$ cat src/rtl/led_fader_pkg.sv
// Shared definitions for the multi-channel LED fader.
//   - MODE_* : encodings of the 2-bit mode input latched on start
//   - dir_e  : breathe direction (k counting down or up)
//   - state_e: sequencer state
package led_fader_pkg;

    localparam logic [1:0] MODE_FADE_OUT = 2'b00;
    localparam logic [1:0] MODE_FADE_IN  = 2'b01;
    localparam logic [1:0] MODE_BREATHE  = 2'b10;
    localparam logic [1:0] MODE_HOLD     = 2'b11;

    typedef enum logic {
        DirDown = 1'b0,
        DirUp   = 1'b1
    } dir_e;

    typedef enum logic [1:0] {
        StIdle = 2'b00,
        StRamp = 2'b01,
        StHold = 2'b10
    } state_e;

endpackage

$ cat src/rtl/fade_scale.sv
// Combinational per-channel brightness scaler: scaled = floor(c * k / len).
// Ports:
//   c      in  CW  full-brightness channel value
//   k      in  DW  current phase, 0..len
//   len    in  DW  ramp length, never 0
//   scaled out CW  scaled channel value
module fade_scale #(
    parameter int unsigned CW = 8,
    parameter int unsigned DW = 16
) (
    input  logic [CW-1:0] c,
    input  logic [DW-1:0] k,
    input  logic [DW-1:0] len,
    output logic [CW-1:0] scaled
);

    logic [CW+DW-1:0] prod;

    assign prod = {{DW{1'b0}}, c} * {{CW{1'b0}}, k};

    // k <= len, so the quotient never exceeds c and fits in CW bits.
    assign scaled = CW'(prod / {{CW{1'b0}}, len});

endmodule

$ cat src/rtl/led_fader_multi.sv
// Multi-channel LED fader: latches colour/duration/mode on start, then ramps
// the phase k under step_en and drives color_out = floor(C * k / L) per channel.
// Ports:
//   clock, reset       clock; asynchronous active-high reset
//   start, stop        single-cycle control pulses (start has priority)
//   step_en            phase advance strobe
//   mode, dur_in       sequence mode and length in steps (0 means 1)
//   color_in           NCH channels of CW bits, channel 0 in the LSBs
//   color_out          registered scaled colour, always matching current k
//   busy, done         sequence active; one-cycle completion pulse
module led_fader_multi
    import led_fader_pkg::*;
#(
    parameter int unsigned NCH = 3,
    parameter int unsigned CW  = 8,
    parameter int unsigned DW  = 16
) (
    input  logic              clock,
    input  logic              reset,
    input  logic              start,
    input  logic              stop,
    input  logic              step_en,
    input  logic [1:0]        mode,
    input  logic [DW-1:0]     dur_in,
    input  logic [NCH*CW-1:0] color_in,
    output logic [NCH*CW-1:0] color_out,
    output logic              busy,
    output logic              done
);

    state_e            state_q, state_d;
    dir_e              dir_q, dir_d;
    logic [1:0]        mode_q, mode_d;
    logic [DW-1:0]     k_q, k_d;
    logic [DW-1:0]     len_q, len_d;
    logic [NCH*CW-1:0] c_q, c_d;
    logic              stop_pend_q, stop_pend_d;
    logic              busy_d, done_d;
    logic              finish;
    logic [DW-1:0]     dur_eff;
    logic [NCH*CW-1:0] scaled;

    assign dur_eff = (dur_in == '0) ? DW'(1) : dur_in;

    always_comb begin
        state_d     = state_q;
        dir_d       = dir_q;
        mode_d      = mode_q;
        k_d         = k_q;
        len_d       = len_q;
        c_d         = c_q;
        stop_pend_d = stop_pend_q;
        busy_d      = busy;
        done_d      = 1'b0;
        finish      = 1'b0;

        if (start) begin
            c_d         = color_in;
            len_d       = dur_eff;
            mode_d      = mode;
            stop_pend_d = 1'b0;
            busy_d      = 1'b1;
            if (mode == MODE_FADE_IN) begin
                k_d   = '0;
                dir_d = DirUp;
            end else begin
                k_d   = dur_eff;
                dir_d = DirDown;
            end
            state_d = (mode == MODE_HOLD) ? StHold : StRamp;
        end else if (state_q != StIdle) begin
            if (stop) begin
                if (mode_q == MODE_BREATHE) begin
                    stop_pend_d = 1'b1;
                    dir_d       = DirDown;
                    if (k_q == '0) begin
                        // Stopped exactly at the bottom: nothing left to descend.
                        finish = 1'b1;
                    end else if (step_en) begin
                        k_d    = k_q - DW'(1);
                        finish = (k_q == DW'(1));
                    end
                end else begin
                    k_d    = '0;
                    finish = 1'b1;
                end
            end else if (step_en && state_q == StRamp) begin
                case (mode_q)
                    MODE_FADE_OUT: begin
                        k_d    = k_q - DW'(1);
                        finish = (k_q == DW'(1));
                    end
                    MODE_FADE_IN: begin
                        k_d    = k_q + DW'(1);
                        finish = (k_q + DW'(1) == len_q);
                    end
                    MODE_BREATHE: begin
                        if (dir_q == DirDown) begin
                            k_d = k_q - DW'(1);
                            if (k_q == DW'(1)) begin
                                if (stop_pend_q) finish = 1'b1;
                                else             dir_d  = DirUp;
                            end
                        end else begin
                            k_d = k_q + DW'(1);
                            if (k_q + DW'(1) == len_q) dir_d = DirDown;
                        end
                    end
                    default: ;
                endcase
            end

            if (finish) begin
                busy_d  = 1'b0;
                done_d  = 1'b1;
                state_d = StIdle;
            end
        end
    end

    // Scalers look at next-state values so color_out lands on the same edge as k.
    for (genvar i = 0; i < NCH; i++) begin : g_ch
        fade_scale #(
            .CW(CW),
            .DW(DW)
        ) u_scale (
            .c     (c_d[i*CW +: CW]),
            .k     (k_d),
            .len   (len_d),
            .scaled(scaled[i*CW +: CW])
        );
    end

    always_ff @(posedge clock or posedge reset) begin
        if (reset) begin
            state_q     <= StIdle;
            dir_q       <= DirDown;
            mode_q      <= MODE_FADE_OUT;
            k_q         <= '0;
            len_q       <= DW'(1);
            c_q         <= '0;
            stop_pend_q <= 1'b0;
            busy        <= 1'b0;
            done        <= 1'b0;
            color_out   <= '0;
        end else begin
            state_q     <= state_d;
            dir_q       <= dir_d;
            mode_q      <= mode_d;
            k_q         <= k_d;
            len_q       <= len_d;
            c_q         <= c_d;
            stop_pend_q <= stop_pend_d;
            busy        <= busy_d;
            done        <= done_d;
            color_out   <= scaled;
        end
    end

endmodule

$ cat config.mk
export PLATFORM = sky130hd
export DESIGN_NAME = led_fader_multi
export DESIGN_NICKNAME = d
export VERILOG_FILES = /design/src/rtl/led_fader_pkg.sv /design/src/rtl/fade_scale.sv /design/src/rtl/led_fader_multi.sv
export SDC_FILE = /design/constraint.sdc
export NUM_CORES = 2
export LEC_CHECK = 0
export BUFFER_PORTS_ARGS = -buffer_cell sky130_fd_sc_hd__buf_2
export CORE_UTILIZATION = 45
export CTS_BUF_LIST = sky130_fd_sc_hd__clkbuf_8
export CTS_CLUSTER_DIAMETER = 60
export CTS_CLUSTER_SIZE = 14
export DETAILED_ROUTE_END_ITERATION = 16
export HOLD_SLACK_MARGIN = 0.05
export SKIP_LAST_GASP = 1
export SYNTH_ARGS = -nofsm -noshare
export SYNTH_HDL_FRONTEND = slang
export SYNTH_SLANG_ARGS = --single-unit
export TNS_END_PERCENT = 50
$ cat constraint.sdc
create_clock -name clock -period 68.9 [get_ports clock]
set_clock_uncertainty 0.2 [all_clocks]
set_input_delay 0 -clock clock [delete_from_list [all_inputs] [get_ports clock]]
set_output_delay 0 -clock clock [all_outputs]
set_load 0.01 [all_outputs]
=== After elaboration in Yosys (flattened, before gate mapping) ===
Cells that the tools add are included.

* Word-level logic and storage cells: 87
* Output and inout bits: 26
* Bits of input ports: 47
* Register bits after elaboration: 88

* Multiplexer cells: 49
* Divide/modulo/power cells: 3
* Reduce and logical (&&, ||, !) cells: 13
* Add/subtract/negate cells: 2
* $mul: 3
* Equal/unequal tests: 7

{| class="wikitable"
|+ Operators with widths
! cell !! count
|-
| 16-bit 2-to-1 mux || 11
|-
| 24-bit by 16-bit divider with 24-bit output || 3
|-
| 8-bit by 16-bit multiplier with 24-bit output || 3
|-
| 16-bit one-hot mux with 3 select lines || 1
|-
| 16-bit logical NOT || 2
|-
| 1-bit 2-to-1 mux || 31
|-
| 24-bit 2-to-1 mux || 1
|-
| 16-bit by 1-bit adder with 16-bit output, second input constant || 1
|-
| 16-bit by 1-bit == test with 1-bit output, second input constant || 1
|-
| 16-bit == test || 1
|-
| 16-bit by 1-bit subtractor with 16-bit output, second input constant || 1
|-
| 2-bit nonzero test || 5
|-
| 2-bit 2-to-1 mux || 4
|-
| 2-bit by 1-bit == test with 1-bit output, second input constant || 3
|-
| 3-bit AND reduction || 2
|-
| 2-bit == test, second input constant || 2
|-
| 1-bit one-hot mux with 3 select lines || 1
|-
| 3-bit nonzero test || 1
|-
| 2-bit logical NOT || 1
|-
| 2-bit AND reduction || 1
|-
| 1-bit logical AND || 1
|}

=== Longest topological paths before layout ===
* Depth in word-level cells: 11
* Depth in mapped cells: 323
* Gate-level depth less buffers: 299

=== Cells and area by module ===
Synthesis repeated with hierarchy kept, for this count alone.

* Cell total of the unflattened synthesis: 7784
* Area total of the unflattened synthesis: 59313.1 µm²

{| class="wikitable"
|+ By module, submodules not included
! module !! times used !! seq. area each (µm²) !! cells each !! area each (µm²)
|-
| fade_scale at g_ch[2].u_scale || 1 || 0.0 || 2447 || 18333.8
|-
| fade_scale at g_ch[0].u_scale || 1 || 0.0 || 2430 || 18206.2
|-
| fade_scale at g_ch[1].u_scale || 1 || 0.0 || 2414 || 17898.4
|-
| led_fader_multi || 1 || 2203.4 || 493 || 4874.7
|}

=== Worst setup path before layout ===
OpenSTA, ideal clock, no wires.

* Path kind: flip-flop to flip-flop
* From: register k_q[0]
* To: register color_out[8]
* Path slack: 6836 ps
* Arrival: 61723 ps
* Path buffers: 26
* Cell stages (with the launch flop): 301
* Library setup time: 141 ps
* Data required time: 68559 ps
* Clock period less this slack: 62064 ps
* Path through: dfrtp_1 clkbuf_1 inv_1 ha_1 or3b_2 nor3_2 nand2_1 nand2_1 nor2_1 xor2_1 a21oi_1 nor2_1 a21oi_1 o21ai_0 nand2_1 clkbuf_1 nor2_1 fa_1 [265 not listed] a21o_1 a21oi_1 nor2b_1 o21ai_0 nand2b_1 a21oi_1 nor2b_1 o21ai_0 nand2b_1 a21o_1 a21oi_1 nor2b_1 o21ai_0 nand2b_1 a2111oi_0 o211ai_1 a211oi_1 o2111ai_1

* Longest elaborated chain between the ends: 9
* Elaborated cells on any way between the ends: 14
* Classes of those cells: 2 x add/sub; 1 x mul; 1 x div; 9 x mux; 1 x reduce/logical

{| class="wikitable"
|+ Ends and longest elaborated chain
! what !! RTL line !! text
|-
| start: declaration || led_fader_multi.sv:34 || <nowiki>logic [DW-1:0] k_q, k_d;</nowiki>
|-
| start signal: assignment || led_fader_multi.sv:150 || <nowiki>k_q <= k_d;</nowiki>
|-
| 16-bit by 1-bit subtractor with 16-bit output / 16-bit by 1-bit adder with 16-bit output (equally long branches) || n/a ||
|-
| 16-bit 2-to-1 mux, on equally long branches || led_fader_multi.sv:98, led_fader_multi.sv:79 ||
|-
| 16-bit one-hot mux with 3 select lines / 16-bit 2-to-1 mux (equally long branches) || led_fader_multi.sv:88, led_fader_multi.sv:76 ||
|-
| 16-bit 2-to-1 mux, on equally long branches || led_fader_multi.sv:87, led_fader_multi.sv:73 ||
|-
| 16-bit 2-to-1 mux || led_fader_multi.sv:72 || <nowiki>if (stop) begin</nowiki>
|-
| 16-bit 2-to-1 mux * || led_fader_multi.sv:71 || <nowiki>end else if (state_q != StIdle) begin</nowiki>
|-
| 16-bit 2-to-1 mux * || led_fader_multi.sv:57 || <nowiki>if (start) begin</nowiki>
|-
| 8-bit by 16-bit multiplier with 24-bit output * || fade_scale.sv:19 || <nowiki>assign prod = {{DW{1'b0}}, c} * {{CW{1'b0}}, k};</nowiki>
|-
| 24-bit by 16-bit divider with 24-bit output * || fade_scale.sv:22 || <nowiki>assign scaled = CW'(prod / {{CW{1'b0}}, len});</nowiki>
|-
| named net g_ch[1].u_scale.scaled[0] || fade_scale.sv:14 || <nowiki>output logic [CW-1:0] scaled</nowiki>
|-
| end signal: assignment || led_fader_multi.sv:156 || <nowiki>color_out <= scaled;</nowiki>
|-
| end: declaration || led_fader_multi.sv:26 || <nowiki>output logic [NCH*CW-1:0] color_out,</nowiki>
|}

The timed path passes the listed nets; every way through them passes the cells marked *.
A chain may end at the register's enable or synchronous reset.

=== Worst setup path in the final report ===
* From: register k_q[0]
* To: register color_out[0]

* Longest elaborated chain between the ends: 9
* Elaborated cells on any way between the ends: 14
* Classes of those cells: 2 x add/sub; 1 x mul; 1 x div; 9 x mux; 1 x reduce/logical

{| class="wikitable"
|+ Ends and longest elaborated chain
! what !! RTL line
|-
| 16-bit by 1-bit subtractor with 16-bit output / 16-bit by 1-bit adder with 16-bit output (equally long branches) || n/a
|-
| 16-bit 2-to-1 mux, on equally long branches || led_fader_multi.sv:98, led_fader_multi.sv:79
|-
| 16-bit one-hot mux with 3 select lines / 16-bit 2-to-1 mux (equally long branches) || led_fader_multi.sv:88, led_fader_multi.sv:76
|-
| 16-bit 2-to-1 mux, on equally long branches || led_fader_multi.sv:87, led_fader_multi.sv:73
|-
| 16-bit 2-to-1 mux || led_fader_multi.sv:72
|-
| 16-bit 2-to-1 mux * || led_fader_multi.sv:71
|-
| 16-bit 2-to-1 mux * || led_fader_multi.sv:57
|-
| 8-bit by 16-bit multiplier with 24-bit output * || fade_scale.sv:19
|-
| 24-bit by 16-bit divider with 24-bit output * || fade_scale.sv:22
|-
| named net g_ch[0].u_scale.scaled[0] || fade_scale.sv:14
|}

Marks and branches as above.

==> flow_summary.yaml <==
outcome:
  status: "finished, final reports clean"
routing:
  drt-wirelength-per-cell_um: 21.2
  vias: 59000
  viasPerCell: 6.22
  drt_iter0_markers: 4989
  drt-pass1-iter-count: 7
  drc: 0
  antenna_left: 0
  wirelength_mm: 201
clock_network:
  cts-root-buf: "clkbuf_8"
  cts-buffers-inserted: 9
  clockBufferDepth: 2
  clk_latency_ns: 0.57
  cts.sinks: 88
  cts_max_level: 3
  clk_pin_slew_ns: 0.19
  cts_tree: "yes"
hold_path:
  min_to: "mode_q[0]$_DFFE_PP0P_"
  worstHoldStart: "mode[0]"
  hold_depth: 4
  hold_class: "input pin to flop"
synth:
  synth_cell_type_count: 111
  async_flop_share: 1.00
  ys_seq_elements: 88
  postSynthCellCount: 7712
  seq_area_frac_synth: 0.0388
  synth_ff_type: "dfrtp_1"
  yosys_warnings: 0
  synth_edf_count: 0
  syn_avg_cell_area_um2: 7.37
  syn_nets: 8942
  synth_area_um2: 56900
global_routing:
  grt_pass1_wl_mm: 314
  grt_max_degree: 74
  grt_pass1_vias: 55900
  overflow: 0
  grt_usage: 0.309
  antenna_found_initial: 7
cells_and_area:
  synthToLayoutAreaGrowth_pct: 7.48
  nNetsFinal: 9055
  fin_area_um2: 61100
  multi_input_area_um2: 52400
  drive_gt1_frac: 0.0986
  nFillCells: 12600
  regArea_um2: 2200
worst_setup_path:
  startpoint_type: "flop"
  r2r_setup_slack_ns: 4.30
  endpoint_kind: "flop"
  cp_max_fo: 30
  ff2ff_path_depth: 260
  slowest_stage: "or4_4"
  required_ns: 69.16
  worstSetupPathType: "flop to flop"
  r2r-start: "k_q[0]$_DFF_PP0_"
  slowest_delay_ns: 0.76
  reg2reg_to: "color_out[0]$_DFF_PP0_"
  crit_arrival_ns: 64.86
placed_design:
  gp_congestion: 0.966
  io_buffer_count: 72
  dp_hpwl_mm: 159
  place_area_um2: 60100
sta:
  period_minus_slack_ns: 64.60
  fin_crit_sh: 0.938
  slew_violations: 0
  hold_viol_final: 0
  relSlewSlack: 0.0697
  setup_violations: 0
  fmax_mhz: 15.5
  rsz0062_at_grt: "true"
  worst_slew_pin_slew_ns: 1.40
die:
  core_area_um2: 125000
  start_util: 0.453
  die_h_um: 357
  die-area_um2: 128000
  die_w_um: 357
  row_count: 130
  ioPinCount: 73
flow_run:
  max_cap_viol_count: 0
how the worst max path moves through the flow:
stage	from	end	depth (start not counted)
6_report	k_q[0]$_DFF_PP0_	color_out[0]$_DFF_PP0_	260
5_1_grt	k_q[0]$_DFF_PP0_	color_out[0]$_DFF_PP0_	269
4_1_cts	k_q[0]$_DFF_PP0_	color_out[0]$_DFF_PP0_	261
3_5_place_dp	k_q[0]$_DFF_PP0_	color_out[0]$_DFF_PP0_	261
3_3_place_gp	k_q[0]$_DFF_PP0_	color_out[0]$_DFF_PP0_	258
2_1_floorplan	k_q[0]$_DFF_PP0_	color_out[8]$_DFF_PP0_	300
metal layers:
| metal | track usage | vias up | part of all wire |
|---|---|---|---|
| met4 | 0.119 | 4 | 0.042 |
| met2 | 0.494 | 2060 | 0.44 |
| met3 | 0.0396 | 355 | 0.073 |
| met5 | 0 | - | 0.00011 |
| li1 | - | 28400 | - |
| met1 | 0.421 | 28200 | 0.45 |
flip-flops by register name (all words and copies together), names as in the netlist:
register     flops
len_q           16
busy             1
color_out       24
state_q          2
done             1
c_q             24
k_q             16
dir_q            1
mode_q           2
stop_pend_q      1
layout make-up:
type,count,area share
multi-input combinational,6928,0.858
antenna,4,0.000164
tap,1650,0.0338
clock inverter,7,0.000983
clock buffer,9,0.00203
timing repair buffer,336,0.0409
inverter,462,0.0285
sequential,88,0.0361
repair_timing:
item | in CTS | in global routing
pin swaps | 0 | 5
setup endpoints to repair | 1 | 4
hold buffers | 46 | 0
hold endpoints to repair | 68 | 0
setup buffers | 0 | 5
resized for setup | 3 | 75
worst max-delay path, delay by kind of cell (launching register included):
family / cells / cell delay [ns]
adder cells (fa/ha/maj): 30 / 10.03
AO/OA/AOI/OAI: 149 / 35.23
multiplexers: 5 / 1.92
flip-flops: 1 / 0.53
buffers and inverters: 12 / 2.03
AND/OR/NAND/NOR: 63 / 14.30
XOR/XNOR: 1 / 0.13
cell usage in the layout, fill, tap and decap left out, types with 46 or more instances in the layout:
master,synthesis,layout
nor2_1,1001,998
o31ai_1,104,103
nor3_1,302,300
mux2_2,228,228
a21oi_1,534,529
dfrtp_1,87,87
inv_1,449,437
or2_2,74,74
nor2b_1,100,99
o21ai_0,353,344
a31oi_1,91,89
nand2_1,630,628
mux2i_1,72,65
fa_1,252,252
ha_1,931,931
nand2b_1,91,91
or3_1,81,80
nand3_1,136,134
buf_2,26,71
a211oi_1,66,59
o211ai_1,99,99
dlygate4sd3_1,0,46
o21a_1,275,274
and3_1,49,48
xnor2_1,306,306
nand4_1,69,69
buf_4,4,216
and2_1,59,58
xor2_1,182,182
a21o_1,223,221
cell families after synthesis:
kind of cell / after synthesis / share of synthesized area
and+or+nand+nor: 2737 / 0.224
AOI/OAI and AO/OA: 2215 / 0.262
adders and majority gates: 1184 / 0.294
buffers and inverters: 696 / 0.0474
xor gates and xnor gates: 488 / 0.0752
muxes: 304 / 0.0590
DFF: 88 / 0.0388
synthesized netlist by cell type, types with 16 or more instances:
cell type / instances / area share
o21ai_0: 353 / 0.031
o21a_1: 275 / 0.036
buf_2: 26 / 0.0023
or3_1: 81 / 0.0089
xor2_1: 182 / 0.028
a31o_2: 19 / 0.0029
nor3b_1: 24 / 0.0032
nand2_1: 630 / 0.042
dfrtp_1: 87 / 0.038
a31oi_1: 91 / 0.010
nand3_1: 136 / 0.012
a211oi_1: 66 / 0.0087
buf_1: 16 / 0.0011
nor3_1: 302 / 0.027
ha_1: 931 / 0.20
mux2_2: 228 / 0.045
o211ai_1: 99 / 0.013
and3_1: 49 / 0.0054
o21ai_1: 16 / 0.0014
o2111ai_1: 26 / 0.0040
and2_1: 59 / 0.0065
nor4_1: 37 / 0.0041
inv_1: 449 / 0.030
nand2b_1: 91 / 0.010
nor2b_1: 100 / 0.011
xnor2_1: 306 / 0.047
nor2_1: 1001 / 0.066
o22ai_1: 33 / 0.0036
or2_2: 74 / 0.0081
fa_1: 252 / 0.089
o21bai_1: 31 / 0.0041
mux2i_1: 72 / 0.013
o31ai_1: 104 / 0.014
a21boi_0: 37 / 0.0049
o211a_1: 20 / 0.0035
o221ai_1: 28 / 0.0043
nand4_1: 69 / 0.0076
a2111oi_0: 19 / 0.0029
a21o_1: 223 / 0.029
clkbuf_1: 183 / 0.012
a21oi_1: 534 / 0.047
a211o_1: 18 / 0.0028
per-stage QoR:
| stage | utilization | hold WS [ns] | setup slack (ns) | setup TNS (ns) | std cells |
|---|---|---|---|---|---|
| floorplan | - | -0.0503 | 6.84 | 0 | 7712 |
| global placement | 0.479 | -0.0160 | 0.126 | 0 | 9413 |
| detailed placement | 0.479 | -0.0206 | -0.398 | -0.398 | 9413 |
| CTS | 0.484 | 0.0523 | 0.0728 | 0 | 9475 |
| global route | 0.487 | 0.127 | -0.111 | -0.213 | 9482 |
| finish | 0.487 | 0.0988 | 4.30 | 0 | 9484 |
Power is not shown: default switching activity piles up to over one toggle a cycle in this logic, so the estimate is an artifact.
